**src/rtl/mult_block_buffer.sv**
```systemverilog
// Operand-pair multiplier that fills a block of an external buffer memory
// with products (or running sums) and then streams the block out under valid/ready.
//
//   state   | meaning
//   --------+------------------------------------------------------------
//   S_IDLE  | waiting for the first pair of a block; latches block config
//   S_WRITE | accepting pairs, one memory write per accepted pair
//   S_FULL  | block complete, waiting for EN_blockRead
//   S_READ  | issuing reads through the 2-entry FIFO until N words transfer
module mult_block_buffer #(
  parameter int LOGDEPTH = 6,
  parameter int IN_WIDTH = 16,
  parameter int WIDTH    = 32,
  parameter int SIGNED   = 0
) (
  input  logic                  clk,
  input  logic                  rst_n,
  input  logic [LOGDEPTH:0]     cfg_count,
  input  logic                  cfg_accum,
  input  logic                  EN_mult,
  output logic                  RDY_mult,
  input  logic [IN_WIDTH-1:0]   mult_input0,
  input  logic [IN_WIDTH-1:0]   mult_input1,
  output logic                  EN_writeMem,
  output logic [LOGDEPTH-1:0]   writeMem_addr,
  output logic [WIDTH-1:0]      writeMem_val,
  input  logic                  EN_blockRead,
  output logic                  EN_readMem,
  output logic [LOGDEPTH-1:0]   readMem_addr,
  input  logic [WIDTH-1:0]      readMem_val,
  output logic                  VALID_memVal,
  output logic [WIDTH-1:0]      memVal_data,
  input  logic                  memVal_ready,
  output logic                  block_done
);

  localparam int CW = LOGDEPTH + 1;
  localparam int PW = 2 * IN_WIDTH;
  localparam logic [CW-1:0] MAX_N = {1'b1, {LOGDEPTH{1'b0}}};
  localparam logic [CW-1:0] ONE   = CW'(1);

  typedef enum logic [1:0] {S_IDLE, S_WRITE, S_FULL, S_READ} state_t;

  state_t state_q, state_d;

  logic              accept, first, issue, pop, push;
  logic [CW-1:0]     cfg_n;
  logic [CW-1:0]     n_q, n_d;
  logic              accum_q, accum_d;
  logic [CW-1:0]     widx_q, widx_d;
  logic [WIDTH-1:0]  acc_q, acc_d;
  logic              wen_q, wen_d;
  logic [LOGDEPTH-1:0] waddr_q, waddr_d;
  logic [WIDTH-1:0]  wval_q, wval_d;
  logic [CW-1:0]     ridx_q, ridx_d;
  logic [CW-1:0]     xfer_q, xfer_d;
  logic              done_q, done_d;
  logic [CW-1:0]     wr_idx;
  logic              wr_mode;
  logic [WIDTH-1:0]  acc_sum;
  logic [PW-1:0]     op0_x, op1_x, prod_n;
  logic [WIDTH-1:0]  prod_w;
  logic [WIDTH-1:0]  fifo_q [2];
  logic              fifo_wp_q, fifo_rp_q;
  logic [1:0]        fifo_cnt_q;
  logic [1:0]        occ;
  logic              inflight_q;

  // Operands are widened first so the low PW bits of the product are exact
  // for both signed and unsigned interpretation.
  always_comb begin
    if (SIGNED != 0) begin
      op0_x = {{IN_WIDTH{mult_input0[IN_WIDTH-1]}}, mult_input0};
      op1_x = {{IN_WIDTH{mult_input1[IN_WIDTH-1]}}, mult_input1};
    end else begin
      op0_x = {{IN_WIDTH{1'b0}}, mult_input0};
      op1_x = {{IN_WIDTH{1'b0}}, mult_input1};
    end
    prod_n = op0_x * op1_x;
  end

  if (WIDTH > PW) begin : g_ext
    assign prod_w = {{(WIDTH-PW){(SIGNED != 0) ? prod_n[PW-1] : 1'b0}}, prod_n};
  end else begin : g_noext
    assign prod_w = prod_n[WIDTH-1:0];
  end

  assign cfg_n  = (cfg_count == '0 || cfg_count > MAX_N) ? MAX_N : cfg_count;
  assign accept = EN_mult && RDY_mult;
  assign first  = (state_q == S_IDLE);

  assign VALID_memVal = (fifo_cnt_q != 2'd0);
  assign memVal_data  = VALID_memVal ? fifo_q[fifo_rp_q] : '0;
  assign pop          = VALID_memVal && memVal_ready;
  assign push         = inflight_q;
  // Occupancy after this cycle's pop, counting the read already in flight.
  assign occ          = fifo_cnt_q + {1'b0, inflight_q} - {1'b0, pop};
  assign issue        = (state_q == S_READ) && (ridx_q < n_q) && (occ < 2'd2);

  // State register
  always_ff @(posedge clk or negedge rst_n) begin
    if (!rst_n) state_q <= S_IDLE;
    else        state_q <= state_d;
  end

  // Next-state logic
  always_comb begin
    state_d = state_q;
    case (state_q)
      S_IDLE:  if (accept) state_d = (cfg_n == ONE) ? S_FULL : S_WRITE;
      S_WRITE: if (accept && widx_q == n_q - ONE) state_d = S_FULL;
      S_FULL:  if (EN_blockRead) state_d = S_READ;
      S_READ:  if (pop && xfer_q == n_q - ONE) state_d = S_IDLE;
      default: state_d = S_IDLE;
    endcase
  end

  // Output logic
  always_comb begin
    RDY_mult     = (state_q == S_IDLE) || (state_q == S_WRITE);
    EN_readMem   = issue;
    readMem_addr = issue ? ridx_q[LOGDEPTH-1:0] : '0;
  end

  assign wr_idx  = first ? '0 : widx_q;
  assign wr_mode = first ? cfg_accum : accum_q;
  assign acc_sum = (first ? '0 : acc_q) + prod_w;

  always_comb begin
    n_d     = n_q;
    accum_d = accum_q;
    widx_d  = widx_q;
    acc_d   = acc_q;
    wen_d   = 1'b0;
    waddr_d = waddr_q;
    wval_d  = wval_q;
    if (accept) begin
      if (first) begin
        n_d     = cfg_n;
        accum_d = cfg_accum;
      end
      widx_d  = wr_idx + ONE;
      acc_d   = acc_sum;
      wen_d   = 1'b1;
      waddr_d = wr_idx[LOGDEPTH-1:0];
      wval_d  = wr_mode ? acc_sum : prod_w;
    end
  end

  always_comb begin
    ridx_d = ridx_q;
    xfer_d = xfer_q;
    done_d = 1'b0;
    if (state_q == S_FULL && EN_blockRead) begin
      ridx_d = '0;
      xfer_d = '0;
    end
    if (issue) ridx_d = ridx_q + ONE;
    if (pop) begin
      xfer_d = xfer_q + ONE;
      if (xfer_q == n_q - ONE) done_d = 1'b1;
    end
  end

  always_ff @(posedge clk or negedge rst_n) begin
    if (!rst_n) begin
      n_q        <= '0;
      accum_q    <= 1'b0;
      widx_q     <= '0;
      acc_q      <= '0;
      wen_q      <= 1'b0;
      waddr_q    <= '0;
      wval_q     <= '0;
      ridx_q     <= '0;
      xfer_q     <= '0;
      done_q     <= 1'b0;
      fifo_q[0]  <= '0;
      fifo_q[1]  <= '0;
      fifo_wp_q  <= 1'b0;
      fifo_rp_q  <= 1'b0;
      fifo_cnt_q <= 2'd0;
      inflight_q <= 1'b0;
    end else begin
      n_q        <= n_d;
      accum_q    <= accum_d;
      widx_q     <= widx_d;
      acc_q      <= acc_d;
      wen_q      <= wen_d;
      waddr_q    <= waddr_d;
      wval_q     <= wval_d;
      ridx_q     <= ridx_d;
      xfer_q     <= xfer_d;
      done_q     <= done_d;
      inflight_q <= issue;
      if (push) begin
        fifo_q[fifo_wp_q] <= readMem_val;
        fifo_wp_q         <= ~fifo_wp_q;
      end
      if (pop) fifo_rp_q <= ~fifo_rp_q;
      fifo_cnt_q <= fifo_cnt_q + {1'b0, push} - {1'b0, pop};
    end
  end

  assign EN_writeMem   = wen_q;
  assign writeMem_addr = waddr_q;
  assign writeMem_val  = wval_q;
  assign block_done    = done_q;

endmodule

```
**config.mk**
```make
export PLATFORM = sky130hd
export DESIGN_NAME = mult_block_buffer
export DESIGN_NICKNAME = d
export VERILOG_FILES = /design/src/rtl/mult_block_buffer.sv
export SDC_FILE = /design/constraint.sdc
export NUM_CORES = 1
export LEC_CHECK = 0
export ABC_AREA = 1
export CORE_MARGIN = 3
export CORE_UTILIZATION = 35
export DETAILED_ROUTE_END_ITERATION = 10
export SETUP_SLACK_MARGIN = 0.3
export SYNTH_ARGS = -nofsm -noshare
export SYNTH_HDL_FRONTEND = slang
export SYNTH_SLANG_ARGS = --single-unit
```
**constraint.sdc**
```tcl
create_clock -name clk -period 6.1 [get_ports clk]
set_clock_uncertainty 0.15 [all_clocks]
set_input_delay 1.22 -clock clk [delete_from_list [all_inputs] [get_ports clk]]
set_output_delay 1.22 -clock clk [all_outputs]
set_load 0.01 [all_outputs]
```
**Word level (Yosys, flattened, before mapping)**

Index checks and enable logic that the tools add are counted.

- Register bits after elaboration: 172
- Output and inout bits: 81
- Input bits: 77

- Order comparisons: 6
- Muxes and demuxes: 25
- $mul: 1
- Equal/unequal tests: 10
- $add $sub $neg: 7
- Reductions and logical operators: 17
- Bitwise operators: 4

Operators with widths:

| cell | count |
|---|---|
| two-way mux 32 bit | 7 |
| bitwise mux 64 bit | 1 |
| two-way mux 7 bit | 5 |
| adder 32 bit | 1 |
| demux 32 bit (select 1 bit) | 1 |
| multiplier 16 x 16 -> 32 bit | 1 |
| adder 7 x 1 -> 7 bit (second input constant) | 3 |
| == test 7 bit | 2 |
| two-way mux 2 bit | 5 |
| logical AND 1 bit | 8 |
| case mux 2 bit (4 select lines) | 1 |
| == test 7 x 1 -> 1 bit (second input constant) | 1 |
| > comparator 7 bit (second input constant) | 1 |
| zero test 7 bit | 1 |
| < comparator 7 bit | 1 |
| subtractor 7 x 1 -> 7 bit (second input constant) | 1 |
| two-way mux 6 bit | 1 |
| nonzero test 2 bit | 3 |
| == test 2 bit (second input constant) | 2 |
| greater-or-equal comparator 2 bit (second input constant) | 2 |
| two-way mux 1 bit | 4 |
| inequality test 2 x 1 -> 1 bit (second input constant) | 2 |
| inequality test 2 bit (second input constant) | 2 |
| NOT 1 -> 2 bit | 2 |
| other kinds (10) | 12 |

**Longest topological paths before layout**

Gate-level depths: netlist of run 1.

- Word-level depth: 7
- Mapped depth: 40
- Mapped depth without buffers: 38

**Worst setup path after synthesis of run 1**

Ideal clock, no wire load.

- Path type: input port to flip-flop
- From: input mult_input1[7]
- To: register acc_q[20]
- Path buffers: 2
- Library setup time: 0.130 ns
- Data arrival time: 7.387 ns
- Cell stages on the path: 30
- Path slack: -1.568 ns
- Cell sequence: clkbuf_1 > clkbuf_1 > nand2_1 > fa_1 > inv_1 > fa_1 > inv_1 > fa_1 > inv_1 > fa_1 > fa_1 > inv_1 > fa_1 > inv_1 > ha_1 > a21oi_1 > and2_4 > nand3_4 > inv_2 > o21ai_2 > or2_1 > and2_1 > ha_1 > a21oi_1 > o21ai_0 > a21oi_1 > nand3_1 > or2_2 > nand3_1 > o21ai_0

- Word-level cells in the longest chain between the ends: 2

RTL lines:

| element | line | RTL |
|---|---|---|
| start, declared | 23 | `input logic [IN_WIDTH-1:0] mult_input1,` |
| multiplier 16 x 16 -> 32 bit | 79 | `prod_n = op0_x * op1_x;` |
| adder 32 bit | 127 | `assign acc_sum = (first ? '0 : acc_q) + prod_w;` |
| end signal, assigned | 170 | `acc_q <= '0;` |
| end signal, assigned | 187 | `acc_q <= acc_d;` |
| end, declared | 51 | `logic [WIDTH-1:0] acc_q, acc_d;` |

No other way between the ends.
A chain may end at the register's enable or synchronous reset.

**Final worst setup path of run 1**

- From: input mult_input1[9]
- To: register acc_q[31]

Same word-level chain as after synthesis.

==> impl_metrics.env, run 1 <==
export IMPL_drive_gt1_share_pct=30.5
export IMPL_cpMaxStageDelayCell="fa_1"
export IMPL_worstRegToRegCells=9
export IMPL_wl_mm=59.5
export IMPL_hold_path_endpoint="fifo_q[53]$_DFFE_PN0P_"
export IMPL_postCtsHoldBufs=0
export IMPL_crit_required_ns=6.28
export IMPL_critPathLaunchType="primary input"
export IMPL_r2r_start="state_q[0]$_DFFE_PN0P_"
export IMPL_nNetsFinal=3440
export IMPL_grt_pass1_vias=19100
export IMPL_yosys_area_top_type="dfrtp_1"
export IMPL_rsz0062_at_grt="yes"
export IMPL_critPathMaxStageDelay_ns=0.56
export IMPL_setup_violations_final=46
export IMPL_hold_viol=0
export IMPL_fp_dieArea_um2=57600
export IMPL_routedWlPerCell_um=16.0
export IMPL_end_kind="register"
export IMPL_avgSynthCellArea_um2=7.41
export IMPL_grt_pass1_wl_mm=97.0
export IMPL_max_cap_violations=0
export IMPL_grt_usage_pct=20.9
export IMPL_dp_hpwl_mm=45.4
export IMPL_synth_most_common_cell="nand2_1"
export IMPL_cts_tree="done"
export IMPL_worst_skew_pair_late_latency_ns=0.45
export IMPL_synth_ff_type="dfrtp_1"
export IMPL_critPathMaxFanout=8
export IMPL_ys_types=50
export IMPL_critical_path_arrival_ns=7.61
export IMPL_fin_crit_ns=7.44
export IMPL_syn_instance_count=2588
export IMPL_drt_iter0_markers=1028
export IMPL_clock_root_buffer="clkbuf_16"
export IMPL_htreeDepth=4
export IMPL_ys_warn_count=0
export IMPL_synth_edff_count=0
export IMPL_status="complete, but fails checks"
export IMPL_holdCritStartpoint="fifo_q[53]$_DFFE_PN0P_"
export IMPL_reg2reg_to="writeMem_val[10]$_DFFE_PN0P_"
export IMPL_rrSetupSlack_ns=2.04
export IMPL_cts_clk_slew_worst_paths_ns=0.07
export IMPL_rows=85
export IMPL_violations="setup timing"
export IMPL_num_antenna_cells=0
export IMPL_io_buffers=157
export IMPL_fmax_ghz=0.134
export IMPL_worst_hold_slack_ns=0.336
export IMPL_seq_area_frac_synth_pct=22.5
export IMPL_initial_utilization_pct=35.5
export IMPL_hp_class="reg2reg"
export IMPL_gp_congestion=0.948
export IMPL_antenna_found_initial=0
export IMPL_syn_nets=3011
export IMPL_chipWidth_um=240
export IMPL_cts_buffers=17
export IMPL_syn_area_um2=19200
export IMPL_grt_overflow_total=0
export IMPL_area_growth_pct=43.2
export IMPL_viasPerCell=4.84
export IMPL_drv_slew=0
export IMPL_min_delay_path_depth=2
export IMPL_ys_top_cells_by_area="dfrtp_1, fa_1, nand2_1"
export IMPL_fp_coreArea_um2=54000
export IMPL_setup_slack_ns=-1.34
export IMPL_io_pins=158
export IMPL_grt_max_degree=66
export IMPL_drc=0
export IMPL_clock_sinks=172
export IMPL_synthTopCellsByCount="nand2_1, inv_1, fa_1, dfrtp_1, ha_1"
export IMPL_slew_headroom_pct=27.5
export IMPL_async_flop_share_pct=100
export IMPL_crit_type="in2reg"
export IMPL_dr_pass1_iters=5
export IMPL_die_h_um=240
export IMPL_synth_top_cell_area_share_pct=22.5
export IMPL_vias=18000
export IMPL_cts_buffer_depth=2
export IMPL_antenna_left=0
export IMPL_synth_seq_cells=172
export IMPL_worstMarginPinSlew_ns=1.09
export IMPL_period_share_pct=122
[placed cells by master (no fill, tap or decap), types with 11 or more instances in the layout]
master and n:
o21ai_2 17, buf_2 11, o21ai_0 108, dfrtp_1 172
buf_4 278, nand3_2 36, buf_12 20, clkdlybuf4s50_1 125
nand4_1 18, buf_6 64, nand2_1 593, nand2_2 91
inv_1 454, o21ai_1 20, nor2_2 23, a21oi_2 23
ha_1 104, a21oi_4 23, fa_1 181, nand3_1 84
nor2_1 85, nor2_4 28, a21oi_1 59, inv_2 85
clkbuf_16 17, fa_2 14, xor2_1 19, ha_4 42
nand2_4 35, xnor2_1 14
[cell type report]
class	count	area, µm²
Fill cell	4981	26600
Sequential cell	172	4300
Multi-Input combinational cell	1761	14800
Inverter	545	2060
Timing Repair Buffer	520	4890
Clock buffer	18	439
Clock inverter	13	130
Tap cell	696	871
[state kept, by name (all words and copies together) (netlist names)]
register	flops
n_q	7
writeMem_addr	6
accum_q	1
widx_q	7
state_q	2
acc_q	32
fifo_q	64
xfer_q	7
block_done	1
ridx_q	7
inflight_q	1
fifo_rp_q	1
EN_writeMem	1
writeMem_val	32
fifo_cnt_q	2
fifo_wp_q	1
[how the worst max path moves through the flow]
| stage | start | to | slack (ns) | cells past startpoint |
|---|---|---|---|---|
| 3_5_place_dp | mult_input0[5] | acc_q[28]$_DFFE_PN0P_ | -2.33 | 34 |
| 6_report | mult_input1[9] | acc_q[31]$_DFFE_PN0P_ | -1.34 | 36 |
| 2_1_floorplan | mult_input1[7] | acc_q[28]$_DFFE_PN0P_ | -1.10 | 36 |
| 4_1_cts | mult_input1[6] | writeMem_val[26]$_DFFE_PN0P_ | -1.22 | 33 |
| 5_1_grt | mult_input1[6] | acc_q[31]$_DFFE_PN0P_ | -1.53 | 37 |
| 3_3_place_gp | mult_input0[5] | acc_q[20]$_DFFE_PN0P_ | -2.29 | 30 |
[stage by stage]
stage	worst slack [ns]	util [%]	cell area [µm²]	cells	TNS, ns
after floorplan	-1.10	-	20100	2588	-37.86
after detailed placement	-2.33	44.2	23900	3598	-96.10
final	-1.34	50.8	27500	3725	-47.82
after CTS	-1.22	49.3	26600	3714	-45.84
after global routing	-1.53	50.8	27500	3725	-56.39
after global placement	-2.29	44.2	23900	3598	-96.29
[cell families (layout without fill, tap and decap cells)]
kind of cell,Yosys count,after routing,share of synthesized area (%)
compound gates,301,301,8.66
buf+inv,655,1096,13.0
fa+ha+maj,346,346,30.2
simple gates,1059,1059,23.1
flops,172,172,22.5
xor+xnor,55,55,2.55
[critical path: cells and delay by family]
kind | cells | cell delay (ns)
buffers and inverters | 10 | 0.85
AO/OA/AOI/OAI | 2 | 0.27
adder cells (fa/ha/maj) | 8 | 3.60
AND/OR/NAND/NOR | 16 | 1.67
[timing repair]
action                     in CTS  in global routing
setup endpoints to repair      52                 51
buffers inserted               78                 11
pin swaps                     177                140
resized for setup             458                230
gates cloned                    7                  0
[per-layer routing]
layer	part of all wire, %	vias to the layer above	GRT usage, %
li1	-	8694	-
met5	0	-	0
met2	50	372	36.2
met4	3.2	0	7.43
met3	3.1	107	2.26
met1	44	8854	27.1
Power of run 1 is not shown: default switching activity piles up to over one toggle a cycle in this logic, so the estimate is an artifact.
==> run 2, diff against run 1 <==
--- a/config.mk
+++ b/config.mk
@@ -5,7 +5,7 @@
 export SDC_FILE = /design/constraint.sdc
 export NUM_CORES = 1
 export LEC_CHECK = 0
-export ABC_AREA = 1
+export ABC_AREA = 0
 export CORE_MARGIN = 3
 export CORE_UTILIZATION = 35
 export DETAILED_ROUTE_END_ITERATION = 10
==> run 2 against run 1 <==
Effect of this change:
- the run still ends with setup timing left
- synthesized cell count is 21% lower
- core utilization is 0.41 points lower
- global-route usage is 2.3 points lower
- count of clock-buffer cells in the layout is 1 lower
- cell count is 14% lower
- critical path depth is 3 lower
- setup slack worse by 0.77 ns
- die area is 3.9% lower
- area after synthesis is 4.0% lower
- non-clock buffer count is 25 higher
==> impl_metrics.env, run 2 <==
export IMPL_dp_hpwl_mm=40.0
export IMPL_synthAdderAreaFrac_pct=31.5
export IMPL_setup_violations_final=48
export IMPL_htreeDepth=4
export IMPL_clock_sinks=172
export IMPL_cts_buffers=17
export IMPL_hp_class="reg2reg"
export IMPL_max_cap_violations=0
export IMPL_place_area_um2=23100
export IMPL_period_share_pct=135
export IMPL_ys_types=71
export IMPL_hold_path_endpoint="acc_q[0]$_DFFE_PN0P_"
export IMPL_synthTopCellsByCount="nand2_1, inv_1, fa_1, dfrtp_1, ha_1"
export IMPL_finalSetupTns_ns=-72.20
export IMPL_drt_iter0_markers=728
export IMPL_avgSynthCellArea_um2=9.03
export IMPL_synth_simple_area_share_pct=16.9
export IMPL_final_common_cell="buf_4"
export IMPL_min_delay_path_depth=2
export IMPL_chipWidth_um=235
export IMPL_antenna_found_initial=0
export IMPL_hold_viol=0
export IMPL_violations="setup timing"
export IMPL_synth_top_family_by_area="adder cells"
export IMPL_end_kind="register"
export IMPL_synth_ff_type="dfrtp_1"
export IMPL_antenna_left=0
export IMPL_pre_cts_slack_ns=-3.13
export IMPL_syn_nets=2461
export IMPL_multi_input_area_um2=14600
export IMPL_critical_path_arrival_ns=8.41
export IMPL_grt_max_degree=90
export IMPL_fin_area_um2=26100
export IMPL_slew_headroom_pct=31.1
export IMPL_drv_slew=0
export IMPL_seq_area_um2=4310
export IMPL_crit_required_ns=6.30
export IMPL_fmax_ghz=0.122
export IMPL_clock_root_buffer="clkbuf_16"
export IMPL_critPathMaxStageDelay_ns=0.54
export IMPL_io_pins=158
export IMPL_top_register="fifo_q"
export IMPL_critPathLaunchType="primary input"
export IMPL_ys_warn_count=0
export IMPL_dr_pass1_iters=6
export IMPL_async_flop_share_pct=100
export IMPL_worstRegToRegCells=14
export IMPL_yosys_area_top_type="dfrtp_1"
export IMPL_holdCritStartpoint="acc_q[0]$_DFFE_PN0P_"
export IMPL_setup_slack_ns=-2.11
export IMPL_grt_usage_pct=18.6
export IMPL_cts_tree="done"
export IMPL_ys_top_cells_by_area="dfrtp_1, fa_1, ha_1"
export IMPL_rows=83
export IMPL_area_growth_pct=41.6
export IMPL_initial_utilization_pct=35.6
export IMPL_critPathMaxFanout=6
export IMPL_gp_congestion=0.874
export IMPL_die_h_um=235
export IMPL_cts_clk_slew_worst_paths_ns=0.07
export IMPL_seq_area_frac_synth_pct=23.4
export IMPL_vias=15900
export IMPL_cts_buffer_depth=2
export IMPL_largest_register_ffs=64
export IMPL_reg2reg_to="writeMem_val[28]$_DFFE_PN0P_"
export IMPL_worst_skew_pair_late_latency_ns=0.44
export IMPL_muxShareOfSynthArea_pct=6.17
export IMPL_synthXorXnorAreaFrac_pct=3.81
export IMPL_cpMaxStageDelayCell="fa_2"
export IMPL_synth_compound_area_share_pct=11.2
export IMPL_grt_overflow_total=0
export IMPL_grt_pass1_vias=16700
export IMPL_syn_instance_count=2038
export IMPL_synth_most_common_cell="nand2_1"
export IMPL_routedWlPerCell_um=16.3
export IMPL_crit_type="in2reg"
export IMPL_wl_mm=52.1
export IMPL_worstMarginPinSlew_ns=1.03
export IMPL_grt_pass1_wl_mm=85.3
export IMPL_num_antenna_cells=0
export IMPL_synth_seq_cells=172
export IMPL_rrSetupSlack_ns=2.09
export IMPL_status="complete, but fails checks"
export IMPL_fp_coreArea_um2=51700
export IMPL_rsz0062_at_grt="yes"
export IMPL_io_buffers=157
export IMPL_drive_gt1_share_pct=32.2
export IMPL_viasPerCell=4.95
export IMPL_drc=0
export IMPL_fill_cells=4727
export IMPL_nNetsFinal=2936
export IMPL_synth_edff_count=0
export IMPL_layout_common_cells="buf_4, nand2_1, inv_1"
export IMPL_fin_util_pct=50.4
export IMPL_fp_dieArea_um2=55400
export IMPL_r2r_start="state_q[0]$_DFFE_PN0P_"
export IMPL_fin_crit_ns=8.21
export IMPL_synth_top_cell_area_share_pct=23.4
export IMPL_syn_area_um2=18400
==> run 2: cell count changes after synthesis, moves of 20 or more <==
cell	previous run	this run
and2_1	8	127
o21ai_0	144	96
nand3_1	118	26
nor2b_1	0	38
mux2_2	0	68
xnor2_1	20	49
mux2i_1	0	37
a21oi_1	102	80
inv_1	530	259
a21o_1	7	27
nand2_1	705	287
==> run 2: cell type report <==
type,instances,area share (%)
Inverter,260,3.74
Multi-Input combinational cell,1517,55.9
Timing Repair Buffer,545,18.3
Clock buffer,17,1.63
Tap cell,680,3.26
Sequential cell,172,16.5
Clock inverter,15,0.691
==> run 2: metrics by stage <==
step           std cells  hold slack, ns
2_1_floorplan       2038           0.288
3_3_place_gp        3086           0.300
3_5_place_dp        3086           0.305
4_1_cts             3177           0.324
5_1_grt             3206           0.352
6_report            3206           0.324
==> run 2: cell families after synthesis <==
group / count (synthesis)
AND/OR/NAND/NOR: 663
buffers and inverters: 349
adder cells (fa/ha/maj): 346
AO/OA/AOI/OAI: 323
flip-flops: 172
multiplexers: 105
XOR/XNOR: 80
==> run 2: worst max-delay path, delay by kind of cell <==
| kind | cells | cell delay, ns |
|---|---|---|
| buffers and inverters | 9 | 0.80 |
| and+or+nand+nor | 5 | 0.91 |
| adders and majority gates | 8 | 3.49 |
| xor gates and xnor gates | 1 | 0.16 |
| AOI/OAI and AO/OA | 10 | 1.82 |
==> run 2: worst max path at each step <==
stage / from / end / slack, ns / cells after the start
detailed placement: mult_input0[8] / writeMem_val[31]$_DFFE_PN0P_ / -3.13 / 32
global route: mult_input1[5] / writeMem_val[31]$_DFFE_PN0P_ / -2.27 / 37
global placement: mult_input1[7] / writeMem_val[31]$_DFFE_PN0P_ / -2.99 / 34
finish: mult_input1[5] / writeMem_val[29]$_DFFE_PN0P_ / -2.11 / 33
floorplan: mult_input1[5] / writeMem_val[29]$_DFFE_PN0P_ / -2.01 / 28
CTS: mult_input1[5] / writeMem_val[29]$_DFFE_PN0P_ / -2.14 / 32
==> run 2: repair_timing <==
action	in CTS	in global routing
gates cloned	1	0
pin swaps	128	154
resized for setup	272	210
buffers inserted	58	29
endpoints found under the hold margin	0	0
hold buffers	0	0
setup endpoints to repair	51	52
==> run 2: metal layers <==
layer	global-route usage [%]	up-vias	wire length (µm)
met2	31.7	259	25900
met5	0	-	0
met3	2.57	59	1900
met4	4.11	0	1100
met1	25.1	7978	23200
li1	-	7560	-
Power of run 2 is left out for the same reason.
==> run 3, diff against run 2 <==
==> constraint.sdc (replaced) <==
create_clock -name clk -period 9 [get_ports clk]
set_clock_uncertainty 0.15 [all_clocks]
set_input_delay 1.8 -clock clk [delete_from_list [all_inputs] [get_ports clk]]
set_output_delay 1.8 -clock clk [all_outputs]
set_load 0.01 [all_outputs]
==> run 3 against run 2 <==
Effect of this change:
- setup slack better by 2.4 ns
- non-clock buffer count fell by 90
- the flow now finishes without violations
- via count down 2.6%
- core utilization shrank 3.5 points
- final area shrank 6.9%
- flip-flop and latch count stayed put
- critical path type unchanged
- die area unchanged
==> impl_metrics.env, run 3 (synthesis gave the netlist of run 2 again) <==
export IMPL_drt_iter0_markers=757
export IMPL_grt_pass1_wl_mm=81.1
export IMPL_antenna_found_initial=0
export IMPL_clock_root_buffer="clkbuf_16"
export IMPL_rsz0062_at_grt="yes"
export IMPL_hp_class="reg2reg"
export IMPL_reg2reg_to="acc_q[28]$_DFFE_PN0P_"
export IMPL_grt_usage_pct=17.7
export IMPL_critPathLaunchType="primary input"
export IMPL_gp_congestion=0.882
export IMPL_grt_overflow_total=0
export IMPL_viasPerCell=4.96
export IMPL_nNetsFinal=2846
export IMPL_drc=0
export IMPL_io_buffers=157
export IMPL_initial_utilization_pct=35.6
export IMPL_status="finished, final reports clean"
export IMPL_layout_common_cells="nand2_1, buf_4, inv_1"
export IMPL_drv_slew=0
export IMPL_m1WireLength_mm=22.7
export IMPL_grt_pass1_vias=15900
export IMPL_fmax_ghz=0.115
export IMPL_worstMarginPinSlew_ns=1.03
export IMPL_chipWidth_um=235
export IMPL_holdCritStartpoint="acc_q[1]$_DFFE_PN0P_"
export IMPL_antenna_left=0
export IMPL_die_h_um=235
export IMPL_critPathTopFamily="adder cells"
export IMPL_fp_dieArea_um2=55400
export IMPL_area_growth_pct=31.8
export IMPL_rows=83
export IMPL_fin_crit_ns=8.69
export IMPL_max_cap_violations=0
export IMPL_vias=15400
export IMPL_critPathMaxStageDelay_ns=0.51
export IMPL_dr_pass1_iters=4
export IMPL_worst_skew_pair_late_latency_ns=0.44
export IMPL_dp_hpwl_mm=38.6
export IMPL_hold_path_endpoint="acc_q[1]$_DFFE_PN0P_"
export IMPL_grt_max_degree=107
export IMPL_htreeDepth=4
export IMPL_cts_tree="done"
export IMPL_num_antenna_cells=0
export IMPL_wl_mm=49.7
export IMPL_routed_top_layer="met4"
export IMPL_end_kind="register"
export IMPL_drive_gt1_share_pct=24.0
export IMPL_critPathBufInv=11
export IMPL_cts_clk_slew_worst_paths_ns=0.07
export IMPL_hold_viol=0
export IMPL_cpMaxStageDelayCell="fa_1"
export IMPL_clock_sinks=172
export IMPL_routedWlPerCell_um=15.9
export IMPL_finalNonFillerCells=3116
export IMPL_critical_path_arrival_ns=8.84
export IMPL_critical_path_depth=34
export IMPL_wl_met2_mm=24.7
export IMPL_rrSetupSlack_ns=4.87
export IMPL_min_delay_path_depth=2
export IMPL_placed_cells=3037
export IMPL_crit_required_ns=9.15
export IMPL_fp_coreArea_um2=51700
export IMPL_critPathMaxFanout=3
export IMPL_postCtsHoldBufs=0
export IMPL_slew_headroom_pct=31.5
export IMPL_io_pins=158
export IMPL_r2r_start="state_q[0]$_DFFE_PN0P_"
export IMPL_cts_buffer_depth=2
export IMPL_top_register="fifo_q"
export IMPL_period_share_pct=96.6
export IMPL_cpMostUsedCell="fa_1"
export IMPL_worstRegToRegCells=15
export IMPL_cts_buffers=17
export IMPL_largest_register_ffs=64
export IMPL_final_common_cell="nand2_1"
export IMPL_setup_violations_final=0
export IMPL_met3RoutedLength_mm=1.55
export IMPL_crit_type="in2reg"
run 3: what timing repair did:
action                                  4_1_cts  5_1_grt
gates resized for setup                     152      143
endpoints found under the setup margin       34       32
setup buffers                                24       18
gates cloned                                  4        1
pin swaps                                    66       78
run 3: layout make-up:
class | instances | area, µm²
Tap cell | 680 | 851
Clock buffer | 18 | 439
Multi-Input combinational cell | 1517 | 13600
Fill cell | 4897 | 27400
Sequential cell | 172 | 4300
Clock inverter | 14 | 150
Inverter | 260 | 976
Timing Repair Buffer | 455 | 3940
run 3: metrics by stage:
stage                     util [%]  cell area (µm²)  setup WS (ns)  TNS (ns)  hold slack (ns)
after CTS                     45.6            23600          0.296         0            0.321
after floorplan                  -            18500          0.297         0            0.288
after global routing          46.9            24300         0.0252         0            0.341
final                         46.9            24300          0.309         0            0.321
after detailed placement      43.5            22500         -0.750    -18.43            0.304
after global placement        43.5            22500         -0.666    -13.11            0.300
run 3: worst reg2reg max path, delay by kind of cell (launching register included):
family          cells  cell delay (ns)
compound gates      7             1.68
xor+xnor            1             0.21
fa+ha+maj           3             1.13
buf+inv             3             0.33
flops               1             0.40
simple gates        1             0.11
run 3: worst max path at each step:
stage                          startpoint                            to  slack (ns)
final                     mult_input0[10]         acc_q[31]$_DFFE_PN0P_        0.31
after CTS                 mult_input0[10]  writeMem_val[29]$_DFFE_PN0P_        0.30
after floorplan            mult_input1[6]  writeMem_val[31]$_DFFE_PN0P_        0.30
after global placement     mult_input0[6]         acc_q[31]$_DFFE_PN0P_       -0.67
after detailed placement   mult_input0[5]         acc_q[31]$_DFFE_PN0P_       -0.75
after global routing      mult_input0[10]  writeMem_val[31]$_DFFE_PN0P_        0.03
run 3: routing by layer:
metal | GRT usage [%] | up-vias
met5 | 0 | -
met4 | 3.91 | 0
met3 | 2.32 | 53
met2 | 30.0 | 220
met1 | 24.2 | 7789
li1 | - | 7379
Power of run 3 is left out for the same reason.
